$ cat config.mk
export PLATFORM = sky130hd
export DESIGN_NAME = instr_encoder
export DESIGN_NICKNAME = d
export VERILOG_FILES = /design/src/rtl/instr_encoder.sv
export SDC_FILE = /design/constraint.sdc
export NUM_CORES = 1
export LEC_CHECK = 0
export CAP_MARGIN = 40
export CORE_ASPECT_RATIO = 1.75
export CORE_UTILIZATION = 50
export CTS_CLUSTER_DIAMETER = 100
export DETAILED_ROUTE_END_ITERATION = 7
export HOLD_SLACK_MARGIN = 0.08
export PLACE_DENSITY = 0.75
export SLEW_MARGIN = 20
export SYNTH_ARGS = -nofsm -noshare
export SYNTH_HDL_FRONTEND = slang
export SYNTH_SLANG_ARGS = --single-unit
export TNS_END_PERCENT = 50
$ cat constraint.sdc
create_clock -name clk -period 9.9 [get_ports clk]
set_input_delay 1.485 -clock clk [delete_from_list [all_inputs] [get_ports clk]]
set_output_delay 1.485 -clock clk [all_outputs]
set_load 0.05 [all_outputs]
$ cat src/rtl/instr_encoder.sv
// instr_encoder: streaming MIPS assembler back end.
// Takes one mnemonic token per accept and produces registered machine words
// tagged with their instruction-memory byte address. LI may expand to two
// words (lui/ori). Rejected tokens are consumed silently apart from an err pulse.
module instr_encoder #(
  parameter logic [31:0] BASE_ADDR = 32'h0000_3000
) (
  input  logic        clk,
  input  logic        reset,
  input  logic        in_valid,
  output logic        in_ready,
  input  logic [3:0]  in_mnem,
  input  logic [4:0]  in_rs,
  input  logic [4:0]  in_rt,
  input  logic [4:0]  in_rd,
  input  logic [31:0] in_imm,
  output logic        out_valid,
  input  logic        out_ready,
  output logic [31:0] out_addr,
  output logic [31:0] out_instr,
  output logic        err,
  output logic        err_sticky
);

  localparam logic [3:0] M_NOP = 4'd0;
  localparam logic [3:0] M_ADD = 4'd1;
  localparam logic [3:0] M_SUB = 4'd2;
  localparam logic [3:0] M_JR  = 4'd3;
  localparam logic [3:0] M_ORI = 4'd4;
  localparam logic [3:0] M_LW  = 4'd5;
  localparam logic [3:0] M_SW  = 4'd6;
  localparam logic [3:0] M_BEQ = 4'd7;
  localparam logic [3:0] M_LUI = 4'd8;
  localparam logic [3:0] M_JAL = 4'd9;
  localparam logic [3:0] M_LI  = 4'd10;

  localparam logic [5:0] OP_RTYPE = 6'h00;
  localparam logic [5:0] OP_JAL   = 6'h03;
  localparam logic [5:0] OP_BEQ   = 6'h04;
  localparam logic [5:0] OP_ORI   = 6'h0D;
  localparam logic [5:0] OP_LUI   = 6'h0F;
  localparam logic [5:0] OP_LW    = 6'h23;
  localparam logic [5:0] OP_SW    = 6'h2B;

  localparam logic [5:0] FN_JR  = 6'h08;
  localparam logic [5:0] FN_ADD = 6'h20;
  localparam logic [5:0] FN_SUB = 6'h22;

  typedef enum logic [1:0] {IDLE, EMIT, EMIT2} state_t;

  // Result of encoding the token currently on the input side.
  typedef struct packed {
    logic [31:0] word;   // first (or only) machine word
    logic        bad;    // token must be rejected
    logic        split;  // LI needs a second word
    logic [31:0] lo;     // second LI word (ori rt, rt, imm[15:0])
  } enc_t;

  state_t      state;
  logic [31:0] cnt;       // address of the word on out_* (or the next one)
  logic        li_pend;   // second LI word still to be presented
  logic [31:0] li_lo;

  logic        hs, acc;
  logic [31:0] waddr, pc4;
  logic signed [31:0] boff;
  enc_t        enc;

  assign hs  = out_valid && out_ready;
  assign acc = in_valid && in_ready;

  // Accepting in EMIT only happens alongside a handshake, so the new word
  // lands one slot past the current one.
  assign waddr = hs ? cnt + 32'd4 : cnt;
  assign pc4   = waddr + 32'd4;
  assign boff  = $signed(in_imm - pc4) >>> 2;

  assign in_ready = (state == IDLE) || ((state == EMIT) && out_ready && !li_pend);
  assign out_addr = cnt;

  // Encode the incoming token and classify it as legal or rejected.
  always_comb begin
    enc = '0;
    case (in_mnem)
      M_NOP: enc.word = 32'd0;
      M_ADD: enc.word = {OP_RTYPE, in_rs, in_rt, in_rd, 5'd0, FN_ADD};
      M_SUB: enc.word = {OP_RTYPE, in_rs, in_rt, in_rd, 5'd0, FN_SUB};
      M_JR:  enc.word = {OP_RTYPE, in_rs, 15'd0, FN_JR};
      M_ORI: enc.word = {OP_ORI, in_rs, in_rt, in_imm[15:0]};
      M_LW:  enc.word = {OP_LW,  in_rs, in_rt, in_imm[15:0]};
      M_SW:  enc.word = {OP_SW,  in_rs, in_rt, in_imm[15:0]};
      M_LUI: enc.word = {OP_LUI, 5'd0,  in_rt, in_imm[15:0]};
      M_BEQ: begin
        enc.word = {OP_BEQ, in_rs, in_rt, boff[15:0]};
        // offset must be a sign-extended 16-bit value: bits 31..15 all equal
        enc.bad  = (in_imm[1:0] != 2'b00) ||
                   !((boff[31:15] == 17'h00000) || (boff[31:15] == 17'h1FFFF));
      end
      M_JAL: begin
        enc.word = {OP_JAL, in_imm[27:2]};
        enc.bad  = (in_imm[1:0] != 2'b00) || (in_imm[31:28] != pc4[31:28]);
      end
      M_LI: begin
        if (in_imm[31:16] != 16'd0) begin
          enc.word  = {OP_LUI, 5'd0, in_rt, in_imm[31:16]};
          enc.split = 1'b1;
          enc.lo    = {OP_ORI, in_rt, in_rt, in_imm[15:0]};
        end else begin
          enc.word  = {OP_ORI, 5'd0, in_rt, in_imm[15:0]};
        end
      end
      default: enc.bad = 1'b1;
    endcase
  end

  // Output FSM: holds the presented word, sequences LI halves, tracks address.
  always_ff @(posedge clk) begin
    if (!reset) begin
      state      <= IDLE;
      cnt        <= BASE_ADDR;
      out_valid  <= 1'b0;
      out_instr  <= 32'd0;
      li_pend    <= 1'b0;
      li_lo      <= 32'd0;
      err        <= 1'b0;
      err_sticky <= 1'b0;
    end else begin
      err <= acc && enc.bad;
      if (acc && enc.bad) err_sticky <= 1'b1;
      if (hs) cnt <= cnt + 32'd4;

      case (state)
        IDLE: begin
          if (acc && !enc.bad) begin
            out_valid <= 1'b1;
            out_instr <= enc.word;
            li_pend   <= enc.split;
            li_lo     <= enc.lo;
            state     <= EMIT;
          end
        end
        EMIT: begin
          if (hs) begin
            if (li_pend) begin
              out_instr <= li_lo;
              li_pend   <= 1'b0;
              state     <= EMIT2;
            end else if (acc && !enc.bad) begin
              out_instr <= enc.word;
              li_pend   <= enc.split;
              li_lo     <= enc.lo;
            end else begin
              out_valid <= 1'b0;
              state     <= IDLE;
            end
          end
        end
        EMIT2: begin
          if (hs) begin
            out_valid <= 1'b0;
            state     <= IDLE;
          end
        end
        default: begin
          out_valid <= 1'b0;
          li_pend   <= 1'b0;
          state     <= IDLE;
        end
      endcase
    end
  end

endmodule

Word-level counts from Yosys, hierarchy flattened
Cells that the tools add are included.
Widths: inputs -> output; s select.
- flip-flop bits (word level): 102
- bits of input ports: 55
- output and inout bits: 68
- logic and storage cells: 88
- add/sub/neg operators: 3
- eq/ne operators: 20
- mux-type cells: 31
- bitwise logic cells: 1
- reductions and logical operators: 25
- operator list (kind ; count):
    $pmux 32 s10 ; 1
    $mux 32 ; 7
    $pmux 32 s2 ; 2
    $mux 33 ; 2
    $add 32x3->32 const B ; 2
    $sub 32x32->32 ; 1
    $mux 28 ; 1
    $eq 17x17->1 const B ; 1
    $logic_not 17->1 ; 1
    $eq 4x3->1 const B ; 4
    $reduce_bool 16->1 ; 1
    $eq 4x4->1 const B ; 3
    $mux 2 ; 5
    $mux 1 ; 9
    $pmux 1 s3 ; 3
    $reduce_or 9->1 ; 1
    $eq 4x2->1 const B ; 2
    $ne 2x2->1 const B ; 4
    $logic_and 1x1->1 ; 6
    $pmux 2 s3 ; 1
    $reduce_and 3->1 ; 2
    $reduce_and 5->1 ; 1
    $eq 4x1->1 const B ; 1
    $logic_not 4->1 ; 1
    12 further kinds ; 18

Depth between registers and ports, before layout
Gate-level depths: netlist (run 1).
- word-level depth: 15
- depth in mapped cells: 27
- gate-level depth less buffers: 24

Least setup slack after synthesis (run 1)
Ideal clock, no wire load.
- kind: input-to-reg
- start: input port out_ready
- end: register li_lo[10]
- setup time: 70 ps
- data arrival time: 7015 ps
- data required time: 9830 ps
- setup slack: 2814 ps
- cell stages on the path: 25
- path buffers: 4
- cells stage by stage: and3_1 -> clkbuf_1 -> nand4_1 -> or3_1 -> a2111oi_1 -> nand4_1 -> or3_1 -> nor3_1 -> o21ai_0 -> xor2_1 -> ha_1 -> clkbuf_1 -> nand2_1 -> o21ai_0 -> a21o_1 -> a31oi_1 -> or3_1 -> nor4b_1 -> or4b_1 -> mux2i_1 -> o2bb2ai_1 -> buf_2 -> buf_2 -> nand4_1 -> a21oi_1
- longest elaborated chain between the ends: 15
- ends and longest elaborated chain (what ; RTL line ; text):
    start: declaration ; 18 ; input logic out_ready,
    $logic_and 1x1->1 ; 69 ; assign hs = out_valid && out_ready;
    $mux 32 ; n/a ;
    $add 32x3->32 ; 75 ; assign pc4 = waddr + 32'd4;
    $sub 32x32->32 ; 76 ; assign boff = $signed(in_imm - pc4) >>> 2;
    $eq 17x17->1 / $logic_not 17->1 (equally long branches) ; 97 ; !((boff[31:15] == 17'h00000) || (boff[31:15] == 17'h1FFFF));
    $logic_or 1x1->1 ; 97 ;
    $logic_not 1->1 ; 97 ;
    $logic_or 1x1->1 ; 96 ; enc.bad = (in_imm[1:0] != 2'b00) ||
    $pmux 1 s3 ; 84 ; case (in_mnem)
    $logic_not 1->1 ; 134, 148 ;
    $logic_and 1x1->1 ; 134, 148 ;
    $mux 32 (3 in series) ; n/a ;
    $pmux 32 s2 ; n/a ;
    end signal: assignment ; 138 ; li_lo <= enc.lo;
    end signal: assignment ; 151 ; li_lo <= enc.lo;
    end: declaration ; 62 ; logic [31:0] li_lo;
Parallel ways exist; a longest one is shown, timed or not. The select of a mux whose other input is x is not followed.
A chain may end at the register's enable or synchronous reset.

Worst setup path after layout (run 1)
- start: input port out_ready
- end: register out_instr[20]
- longest elaborated chain between the ends: 15
- ends and longest elaborated chain (what ; RTL line ; text):
    $logic_and 1x1->1 * ; 69 ;
    $mux 32 * ; n/a ;
    via waddr[2] ; 65 ; logic [31:0] waddr, pc4;
    $add 32x3->32 * ; 75 ;
    $sub 32x32->32 ; 76 ;
    $eq 17x17->1 / $logic_not 17->1 (equally long branches) ; 97 ;
    $logic_or 1x1->1 ; 97 ;
    $logic_not 1->1 ; 97 ;
    $logic_or 1x1->1 ; 96 ;
    $pmux 1 s3 * ; 84 ;
    $logic_not 1->1 * ; 134, 148 ;
    $logic_and 1x1->1 * ; 134, 148 ;
    $mux 32 * ; n/a ;
    $mux 32 (2 in series) ; n/a ;
    $pmux 32 s2 * ; n/a ;
    end signal: assignment ; 136 ; out_instr <= enc.word;
    end signal: assignment ; 145 ; out_instr <= li_lo;
    end signal: assignment ; 149 ; out_instr <= enc.word;
    end: declaration ; 20 ; output logic [31:0] out_instr,
The timed path passes the listed nets; every way through them passes the cells marked *. The select of a mux whose other input is x is not followed.

==> results of run 1 <==
-- sequential cells by signal, indices dropped and copies added, names as in the netlist --
| signal | count |
|---|---|
| err_sticky | 1 |
| li_pend | 1 |
| li_lo | 22 |
| out_instr | 32 |
| err | 1 |
| out_addr | 30 |
| out_valid | 1 |
| state | 2 |
-- power by group through the flow --
stage | sequential (mW) | clock [mW] | combinational, mW
3_5_place_dp | 0.389 | 0 | 0.260
3_3_place_gp | 0.389 | 0 | 0.260
6_report | 0.381 | 0.346 | 0.265
4_1_cts | 0.381 | 0.354 | 0.261
5_1_grt | 0.382 | 0.368 | 0.283
2_1_floorplan | 0.420 | 0 | 0.138
-- synthesized netlist by cell type, types with 7 or more instances --
master    instances
nand2_1          93
dfxtp_1          90
a21oi_1          79
nor2_1           62
o21ai_0          58
clkbuf_1         54
nand4_1          44
nand3_1          39
xnor2_1          37
xor2_1           34
ha_1             31
inv_1            28
nor2b_1          25
nor3_1           23
and2_1           21
and3_1           17
a21boi_1         15
and4_1           15
nand2b_1         14
nor4_1           14
a221oi_1         13
o211ai_1         12
or3_1            12
a222oi_1         10
o21a_1           10
a22o_1            8
buf_4             8
a21o_1            7
a22oi_1           7
buf_2             7
nor3b_1           7
-- cell type report --
class	instances	area [um2]
Clock buffer	9	225
Clock inverter	7	70.1
Fill cell	1429	5750
Inverter	28	105
Multi-Input combinational cell	828	5440
Sequential cell	90	1800
Tap cell	183	229
Timing Repair Buffer	133	1300
-- worst max-delay path, stage by stage --
cell	delay, ps
clkdlybuf4s50_1	600
nand2_1	300
xor2_1	270
inv_1	90
ha_1	200
nand4b_1	130
or2_2	380
nor2_1	210
nand2_1	140
or3_1	340
xnor2_1	140
ha_1	400
o21ai_0	190
a21oi_1	100
a221oi_2	560
nand4_1	220
nor3b_1	200
or3_1	310
nor4b_1	310
or4b_1	460
mux2i_1	420
o2bb2ai_2	200
buf_6	230
buf_4	220
and2_0	370
a22o_1	210
-- cells by family (layout without fill, tap and decap cells) --
logic type | after synthesis | after routing | synth area share [%]
AO/OA/AOI/OAI | 302 | 302 | 27.2
XOR/XNOR | 72 | 72 | 8.33
adder cells (fa/ha/maj) | 32 | 32 | 5.33
buffers and inverters | 101 | 177 | 5.65
flip-flops | 90 | 90 | 23.5
multiplexers | 6 | 6 | 0.801
other | 1 | 2 | 0.0490
AND/OR/NAND/NOR | 414 | 414 | 29.1
-- per-layer routing --
metal | track usage, % | vias up
li1 | - | 3957
met2 | 59.3 | 344
met3 | 4.78 | 101
met5 | 0 | -
met1 | 35.4 | 3869
met4 | 19.9 | 0
-- worst max-delay path by stage --
stage	from	depth (start not counted)	slack [ps]	end
after global placement	out_ready	23	1210	out_instr[17]
after global routing	out_ready	26	1070	out_instr[20]
final	out_ready	26	1510	out_instr[20]
after detailed placement	out_ready	23	1100	out_instr[20]
after CTS	out_ready	25	1440	out_instr[20]
after floorplan	out_ready	25	2810	li_lo[10]
-- per-stage QoR --
stage	worst slack, ps	std cells	total power, mW	area, um2	hold slack (ps)
floorplan	2810	1019	0.558	7660	427
global placement	1210	1259	0.648	8840	437
detailed placement	1100	1261	0.649	8860	444
CTS	1440	1277	0.996	9160	454
global route	1070	1278	1.03	9170	476
finish	1510	1278	0.992	9170	453
==> results.yml, run 1 <==
sta:
  rsz0062_at_grt: "no"
  tightest_slew_ps: 899
  slew_violations: 0
  tns_ps: 0
  min_period_ps: 8390
  clock.fmax_mhz: 119
  hold_violations: 0
  min_period_over_period_pct: 84.8
  max_slew_margin_pct: 39.6
  fin_skew_ps: 10.8
  setup_viol: 0
synth:
  synth_area_per_cell_um2: 7.52
  synthTopCellsByArea: "dfxtp_1 24%, a21oi_1 5.2%, ha_1 5.1%, nand2_1 4.6%, xnor2_1 4.2%"
  synth.largest_area_cell: "dfxtp_1"
  synth_cells: 1018
  yosysSeqAreaShare_pct: 23.5
  ys_types: 82
  synth_top_area_share_pct: 23.5
  syn_area_um2: 7660
  yosysWarnings: 0
  ys_async_sr_fraction_pct: 0
  synth-seq-cells: 90
  dominantRegCellSynth: "dfxtp_1"
  synth-edff-count: 0
clock_tree:
  cts_made_buffers: 9
  htreeDepth: 3
  cts_buffer_depth: 2
  cts.repair.resized: 0
  cts_root_buf: "clkbuf_16"
  cts_hold_buffers: 0
  insertion_delay_ps: 350
  cts_setup_buffers: 0
  path_clk_slew_ps: 70
  cts_tree: "yes"
  clkSinkCount: 90
routing:
  dr.pass1.iters: 7
  met2_length_mm: 13.3
  dr_wl_met3_mm: 1.53
  drt_iter0_markers: 544
  post_drt_via_cell_ratio: 6.47
  vias: 8271
  ant_nets: 0
  highest_layer: "met4"
  wl_per_cell_um: 20.4
  routedLengthMet1_mm: 9.47
  totalWireLength_mm: 26.1
  drc_errors: 0
cells_and_area:
  final_util_pct: 61.5
  nets: 1177
  mostFrequentLayoutCells: "119 x clkdlybuf4s50_1, 93 x nand2_1, 90 x dfxtp_1, 78 x a21oi_1, 61 x nor2_1"
  drive_gt1_share_pct: 4.47
  synthToLayoutAreaGrowth_pct: 19.7
  antenna_cells: 0
  final_common_cell: "clkdlybuf4s50_1"
hold_path:
  holdPathEnd: "li_lo[28]"
  hold_start: "li_lo[28]"
  hold_path_class: "flip-flop to flip-flop"
  hold_path_depth: 2
global_routing:
  grt_usage_pct: 33.2
  grt_start_max_net_pins: 77
  first_global_vias: 7929
  grt_pass1_wl_mm: 40.9
  grt-ovfl-total: 0
  antenna_found_initial: 0
critical_path:
  required_ps: 10190
  worstReg2RegEnd: "out_instr[20]"
  critPathKind: "input port to flip-flop"
  cp_max_fo: 19
  r2r_cells: 24
  startpoint_type: "input port"
  r2r_slack_ps: 2460
  arrival_ps: 8690
  critical_path.endpoint_type: "flip-flop"
  timing.rr.start: "out_addr[2]"
placement:
  globalplace.congestion: 0.975
  hpwlAfterDp_mm: 20.3
  portBuffers: 120
floorplanning:
  num_io_pins: 123
  dieArea_um2: 15800
  die_h_um: 166
  core_um2: 14900
  initial_core_util_pct: 51.3
  row_count: 59
  die_x_um: 95.5
power_and_ir_drop:
  power_switching_mw: 0.343
  clkPwrFrac_pct: 34.9
  seqPwrFrac_pct: 38.4
  combPwrFrac_pct: 26.7
  vdd_drop_max_uv: 75.8
  power.density_nw_per_um2: 108
  switching_share_pct: 34.6
  intPower_mw: 0.649
  p_leak_nw: 3.20
job:
  cap_viol_max_count: 0
outcome:
  status: "complete, no violations"
No activity file was read; power rests on OpenSTA's default activity.
==> inputs of run 2 (changes only) <==
--- a/config.mk
+++ b/config.mk
@@ -11,7 +11,7 @@
 export CTS_CLUSTER_DIAMETER = 100
 export DETAILED_ROUTE_END_ITERATION = 7
 export HOLD_SLACK_MARGIN = 0.08
-export PLACE_DENSITY = 0.75
+export PLACE_DENSITY = 0.78
 export SLEW_MARGIN = 20
 export SYNTH_ARGS = -nofsm -noshare
 export SYNTH_HDL_FRONTEND = slang
==> constraint.sdc (replaced) <==
create_clock -name clk -period 7.2 [get_ports clk]
set_input_delay 1.08 -clock clk [delete_from_list [all_inputs] [get_ports clk]]
set_output_delay 1.08 -clock clk [all_outputs]
set_load 0.05 [all_outputs]
==> run 2 against run 1 <==
Core utilization rose by 4.3 points. Non-clock buffer count rose by 77. Global-route usage rose by 0.50 points. Via count rose by 5.4%. First-iteration DRC count rose by 24%. Die area did not move. Setup slack got worse by 1200 ps. Clock skew rose by 2.1 ps. Critical path depth did not move. Largest power group unchanged. Highest routed layer unchanged.
==> results.yml, run 2 (synthesis results as in run 1) <==
sta:
  min_period_over_period_pct: 96.0
  holdWs_ps: 453
  fin_ws_ps: 291
  max_slew_margin_pct: 45.2
  rsz0062_at_grt: "no"
  hold_violations: 0
  clock.fmax_mhz: 145
  min_period_ps: 6910
  slew_violations: 0
  fin_skew_ps: 12.8
  setup_viol: 0
  tightest_slew_ps: 816
global_routing:
  grt_start_max_net_pins: 77
  grt_usage_pct: 33.6
  antenna_found_initial: 0
  grt_pass1_wl_mm: 41.6
  grt-ovfl-total: 0
  first_global_vias: 8177
cells_and_area:
  mostFrequentLayoutCells: "119 x clkdlybuf4s50_1, 93 x nand2_1, 90 x dfxtp_1, 87 x buf_4, 77 x a21oi_1"
  antenna_cells: 0
  synthToLayoutAreaGrowth_pct: 28.0
  drive_gt1_share_pct: 11.3
  top_register: "out_instr"
  final_cells: 1355
  largest_reg_flops: 32
  final_common_cell: "clkdlybuf4s50_1"
  nets: 1254
routing:
  drc_errors: 0
  dr.pass1.iters: 8
  ant_nets: 0
  totalWireLength_mm: 26.6
  drt_iter0_markers: 672
  vias: 8720
  post_drt_via_cell_ratio: 6.44
  wl_per_cell_um: 19.6
critical_path:
  cp_max_fo: 22
  required_ps: 7450
  critPathKind: "input port to flip-flop"
  slowest_delay_ps: 550
  timing.rr.start: "out_addr[6]"
  r2r_cells: 25
  slowest_stage: "clkdlybuf4s50_1"
  startpoint_type: "input port"
  crit_path_frequent_cell: "buf_4"
  r2r_slack_ps: 550
  critical_path.endpoint_type: "flip-flop"
  worstReg2RegEnd: "out_instr[10]"
  arrival_ps: 7160
placement:
  dp_slack_ps: -78.3
  globalplace.congestion: 1.00
  portBuffers: 120
  dp.cells: 1338
  hpwlAfterDp_mm: 20.8
floorplanning:
  die_x_um: 95.5
  dieArea_um2: 15800
  core_um2: 14900
  num_io_pins: 123
  row_count: 59
  die_h_um: 166
  initial_core_util_pct: 51.3
clock_tree:
  htreeDepth: 3
  cts_tree: "yes"
  cts_setup_buffers: 0
  cts_made_buffers: 9
  cts_buffer_depth: 2
  clkSinkCount: 90
  cts_hold_buffers: 0
  insertion_delay_ps: 350
  cts_root_buf: "clkbuf_16"
  path_clk_slew_ps: 80
hold_path:
  hold_path_depth: 2
  hold_path_class: "flip-flop to flip-flop"
  hold_start: "li_lo[8]"
  holdPathEnd: "li_lo[8]"
outcome:
  status: "complete, no violations"
power_and_ir_drop:
  vdd_drop_max_uv: 114
  power.density_nw_per_um2: 144
  p_leak_nw: 3.58
job:
  cap_viol_max_count: 0
## run 2: metal layers
layer  global-route usage (%)  routed length [um]  vias to the layer above  share of wire, %
met5                        0                   0                        -                 0
met4                     23.4                2070                        0               7.8
met3                     4.82                1590                      128               6.0
met2                     58.7               13400                      393                50
met1                     35.9                9500                     4078                36
li1                         -                   -                     4121                 -
## run 2: power by group
| group | total [mW] | internal (mW) | switching, mW |
|---|---|---|---|
| sequential | 0.523 | 0.512 | 0.0111 |
| clock | 0.499 | 0.275 | 0.224 |
| combinational | 0.390 | 0.156 | 0.234 |
| total | 1.41 | 0.943 | 0.469 |
## run 2: what timing repair did
| action | CTS | global route |
|---|---|---|
| hold endpoints to repair | 0 | 0 |
| endpoints found under the setup margin | 0 | 42 |
| gates resized for setup | 0 | 7 |
## run 2: worst max-delay path: cells and delay by family
family | cells | cell delay (ps)
AO/OA/AOI/OAI | 6 | 1010
buffers and inverters | 5 | 1220
multiplexers | 1 | 150
adder cells (fa/ha/maj) | 1 | 300
XOR/XNOR | 2 | 380
AND/OR/NAND/NOR | 11 | 3000
## run 2: final cells by class
class                   instances  area [um2]
well taps                     183         229
multi-input cells             828        5480
inverters                      28         105
clock inverters                 7        80.1
flip-flops and latches         90        1800
clock buffers                   9         225
repair buffers                210        1880
fillers                      1358        5110
## run 2: worst max path at each step
stage                         start             to  cells past startpoint
final                     out_ready  out_instr[10]                     26
after floorplan           out_ready      li_lo[10]                     25
after detailed placement  out_ready      out_valid                     26
after global routing      out_ready      out_valid                     26
after global placement    out_ready  out_instr[22]                     27
after CTS                 out_ready  out_instr[22]                     26
## run 2: stage by stage
step | total power [mW] | setup TNS, ps | util, % | cell area, um2
floorplan | 0.767 | 0 | - | 7660
global placement | 0.910 | 0 | 63.3 | 9440
detailed placement | 0.914 | -567 | 63.4 | 9450
CTS | 1.41 | 0 | 65.4 | 9750
global route | 1.46 | 0 | 65.7 | 9800
finish | 1.41 | 0 | 65.7 | 9800
==> variant 1, RTL diff (flow settings as in run 2) <==
Reset style: asynchronous (`reset`), changed in one clocked block.
--- a/src/rtl/instr_encoder.sv
+++ b/src/rtl/instr_encoder.sv
@@ -114,7 +114,7 @@
   end
 
   // Output FSM: holds the presented word, sequences LI halves, tracks address.
-  always_ff @(posedge clk) begin
+  always_ff @(posedge clk or negedge reset) begin
     if (!reset) begin
       state      <= IDLE;
       cnt        <= BASE_ADDR;
Check against the original RTL: differs if reset is asserted again (counterexample within 4 cycles, from zero or initial values and one cycle with reset low); with reset held inactive, the same outputs for 4 cycles.
==> variant 1 against run 2 <==
Cell area down 1.0%. Core utilization decreased by 0.69 points. First-iteration DRC count is 16% lower. Synthesized cell count shrank 9.4%. Setup slack improved by 0.34 ns. Sequential cell count unchanged. Routed wire length down 1.1%. Die area increased by 0.22%. Area after synthesis is 0.23% higher. Maximum frequency increased by 5.2%. Sequential share of layout area rose by 4.9 points. Clock skew is 0.0036 ns lower. Critical endpoint is now li_lo[2].
Power is not compared: it rests on default switching activity, and its combinational part moved more than twofold at a synthesized area within 25%.
==> variant 1: results (changes against run 2) <==
- Max reg flops: 32 (unchanged)
- Post-DP Area: 9360 µm² (-0.91%)
- Most instantiated cells after synthesis: nand2_1 (100), dfrtp_1 (88), nor2_1 (51)
- Routed WL: 26.3 mm (-1.1%)
- Critical path's slowest cell: dfrtp_1
- Dominant delay contributor by cell family on the critical path: compound AO/OA/AOI/OAI gates
- Place WS: -0.103 ns (-0.0243 ns)
- Final nets: 1147 (-8.5%)
- Max_slew headroom: 37.6% (-7.6 points)
- Top Metal Used: met4
- Flop pwr share: 34.1%
- Final Worst Setup Slack: 0.630 ns (+0.339 ns)
- Met2 Usage GRT: 58.6% (-0.062 points)
- Register area share after synthesis: 29.4% (+5.8 points)
- Placer Congestion: 1.00 (-0.16%)
- Synth top area cells: dfrtp_1 (29%), xnor2_1 (5.7%), ha_1 (5.1%), nand2_1 (4.9%), a221o_1 (4.0%)
- Met3 Use GR: 6.09% (+1.3 points)
- Worst R2R End: li_lo[2]
- Pre-Repair DR Iteration Count: 7 (-1)
- Largest net degree at the start of global routing: 47 (-39%)
- Finished Layout Cells: 1247 (-8.0%)
- Iter 0 DRT Violations: 567 (-16%)
- VDD IR-drop max: 0.132 mV
- Number of distinct library cells after synthesis: 77 (-6.1%)
- Top FF cell, synth: dfrtp_1
- Max clock buf depth: 2 (unchanged)
- R2R cell count: 23 (-8.0%)
- Worst path max stage delay: 0.55 ns (about the same)
- Status: finished clean
- GR Layer Usage met1: 35.3% (-0.67 points)
- Crit path max fanout: 29 (+32%)
- Hold endpoint: err_sticky
- Vias per std cell: 6.38 (-0.85%)
- Async SR Flop Fraction: 100% (+100 points)
- Pleak: 3.94 nW
- DRT met1 WL: 9.34 mm (-1.7%)
- Met2 WL: 13.5 mm (+0.92%)
- HP Start: err_sticky
- Worst-path clk slew: 0.07 ns
- HPWL Detailed: 20.8 mm (-0.40%)
- Yosys warns: 0 (unchanged)
- Hold path cells: 1 (-1)
- Critical Path AT: 6.83 ns (-0.33 ns)
- Share of layout cells above drive strength 1: 10.3% (-0.92 points)
- Worst hold slack: 0.465 ns (+0.0120 ns)
- Vias in the first global route: 7843 (-4.1%)
- Total CTS buffers: 9 (unchanged)
- Clk_skew: 0.00921 ns (-0.00361 ns)
- Mean Syn Cell Area: 8.32 µm² (+11%)
- Total track usage: 33.7% (+0.042 points)
- Clk_lat worst skew: 0.35 ns (about the same)
- Setup slack, reg-to-reg: 0.63 ns (+0.08 ns)
- Metal3 WL: 1.52 mm (-4.0%)
- First-pass GRT wire length: 40.8 mm (-1.9%)
- Worst hold path type: reg2reg
- Crit. Startpoint: out_addr[2]
- IO buf count: 120 (unchanged)
[variant 1: cell count changes in the layout (fill, tap and decap cells not counted), sizes merged, moves of 19 or more]
cell          run 2  this run
a21oi            80        39
a221o             1        31
buf              90        64
dfrtp             0        88
dfxtp            90         0
inv              32        51
mux2i             5        24
nand4            45        20
nor2b            25         6
nor4             14        40
[variant 1: final cells by class]
cell class	instances	area, µm²
fillers	1314	5210
flip-flops and latches	90	2250
clock inverters	5	63.8
clock buffers	10	229
well taps	183	229
repair buffers	183	1710
multi-input cells	725	5020
inverters	51	191
[variant 1: cell families after synthesis]
| group | synth area share (%) |
|---|---|
| AO/OA/AOI/OAI | 23.4 |
| buffers and inverters | 5.94 |
| flip-flops | 29.4 |
| adder cells (fa/ha/maj) | 5.32 |
| XOR/XNOR | 8.87 |
| AND/OR/NAND/NOR | 23.5 |
| multiplexers | 3.57 |
| other | 0.0489 |
==> variant 2, RTL diff (config.mk and constraints of run 2) <==
Made on the original files. The 3 states of `state_t` get a one-hot encoding in 3 bits.
--- a/src/rtl/instr_encoder.sv
+++ b/src/rtl/instr_encoder.sv
@@ -46,7 +46,7 @@
   localparam logic [5:0] FN_ADD = 6'h20;
   localparam logic [5:0] FN_SUB = 6'h22;
 
-  typedef enum logic [1:0] {IDLE, EMIT, EMIT2} state_t;
+  typedef enum logic [2:0] {IDLE = 3'b001, EMIT = 3'b010, EMIT2 = 3'b100} state_t;
 
   // Result of encoding the token currently on the input side.
   typedef struct packed {
Behaviour: no difference found for any inputs over 4 cycles, from zero or initial values and one cycle with reset low; so few cycles prove little.
==> variant 2 against run 2 <==
Power increased by 6.9%. Sequential cell count increased by 1. Combinational power increased by 23%. Highest routed layer unchanged. Setup slack got worse by 0.0084 ns. Area after synthesis increased by 9.5%. Cell area increased by 5.6%. Largest power group unchanged. Routed wire length increased by 19%. Register-to-register slack improved by 0.16 ns. First-iteration DRC count increased by 7.1%.
==> variant 2: results (changes against run 2) <==
- Status: finished clean
- Synth top area cells: dfxtp_1 (22%), nand2_1 (5.5%), a21oi_1 (4.7%), ha_1 (4.6%), nor2_1 (4.5%)
- Iter 0 DRT Violations: 720 (+7.1%)
- Synth Area in Adders: 4.86% (-0.46 points)
- Largest net degree at the start of global routing: 85 (+10%)
- Number of distinct library cells after synthesis: 100 (+22%)
- Place WS: -0.145 ns (-0.0665 ns)
- Worst-path clk slew: 0.07 ns
- Power consumption: 1.51 mW (+6.9%)
- Clk_lat worst skew: 0.37 ns (+0.02 ns)
- Synth Area in XOR/XNOR: 8.22% (-0.11 points)
- Avg WL per Cell: 21.5 µm (+9.8%)
- Placed Cells: 1456 (+8.8%)
- Setup Buffers After CTS: 0 (unchanged)
- Clk_skew: 0.0130 ns (+0.000219 ns)
- VDD IR-drop max: 0.108 mV (-4.9%)
- Metal3 WL: 2.24 mm (+42%)
- Setup crit end: out_instr[25]
- Setup slack, reg-to-reg: 0.71 ns (+0.16 ns)
- Max_slew headroom: 45.2% (about the same)
- DRT met1 WL: 10.8 mm (+14%)
- Met3 Use GR: 6.25% (+1.4 points)
- Post-DP Area: 10000 µm² (+6.0%)
- Placer Congestion: 0.993 (-0.87%)
- Antenna violations before repair: 0 (unchanged)
- Post-synthesis compound-gate area fraction: 27.4% (+0.23 points)
- Top reg by flops: out_instr
- Async SR Flop Fraction: 0% (unchanged)
- Most instantiated cells after synthesis: nand2_1 (123), nor2_1 (100), dfxtp_1 (91)
- GR Layer Usage met1: 36.9% (+0.98 points)
- Worst reg2reg startpoint: out_addr[2]
- Crit path max fanout: 13 (-41%)
- Vias in the first global route: 9145 (+12%)
- First-pass GRT wire length: 48.4 mm (+16%)
- R2R cell count: 22 (-12%)
- Met2 Usage GRT: 63.6% (+4.9 points)
- HP Start: li_lo[4]
- Combinational power: 0.480 mW (+23%)
- Routed WL: 31.7 mm (+19%)
- Cell-internal power: 0.955 mW (+1.3%)
- Pre-Repair DR Iteration Count: 7 (-1)
- Final nets: 1331 (+6.1%)
- Total track usage: 36.5% (+2.9 points)
- Worst hold slack: 0.458 ns (+0.00516 ns)
- HPWL Detailed: 24.5 mm (+17%)
- Mux cell area share after synthesis: 3.54% (+2.7 points)
- Dominant delay contributor by cell family on the critical path: simple AND/OR/NAND/NOR gates
- Critical Path AT: 7.13 ns (-0.03 ns)
- Register area share after synthesis: 21.7% (-1.8 points)
- Worst path max stage delay: 0.60 ns (+0.05 ns)
- Final period utilization: 96.1% (+0.12 points)
- Pleak: 3.78 nW (+5.5%)
- Post-Synthesis Cells: 1114 (+9.4%)
- Share of layout cells above drive strength 1: 11.0% (-0.29 points)
- Hold endpoint: li_lo[4]
- Vias per std cell: 6.43 (about the same)
- Seq group: 0.541 mW (+3%)
- Met2 WL: 15.7 mm (+17%)
## variant 2: cell types whose count changed after synthesis, moves of 14 or more
cell | run 2 | this run
nor2_1 | 62 | 100
nand2_1 | 93 | 123
nand4_1 | 44 | 15
mux2i_1 | 5 | 27
nand3_1 | 39 | 60
a21boi_1 | 15 | 1
## variant 2: kinds of logic (layout without fill, tap and decap cells)
group / Yosys count / after routing
simple gates: 452 / 452
compound gates: 325 / 325
buf+inv: 108 / 242
flops: 91 / 91
xor+xnor: 76 / 76
fa+ha+maj: 32 / 32
mux: 29 / 29
other cells: 1 / 2
## variant 2: timing repair
item | in CTS | in global routing
gates resized for setup | 0 | 10
hold buffers | 0 | 0
setup endpoints to repair | 0 | 54
## variant 2: area by class of cell
type | count | area, µm²
clock buffer | 10 | 239
inverter | 39 | 146
tap | 224 | 280
timing repair buffer | 187 | 1710
multi-input combinational | 916 | 6100
clock inverter | 6 | 56.3
sequential | 91 | 1820
fill | 1525 | 6090
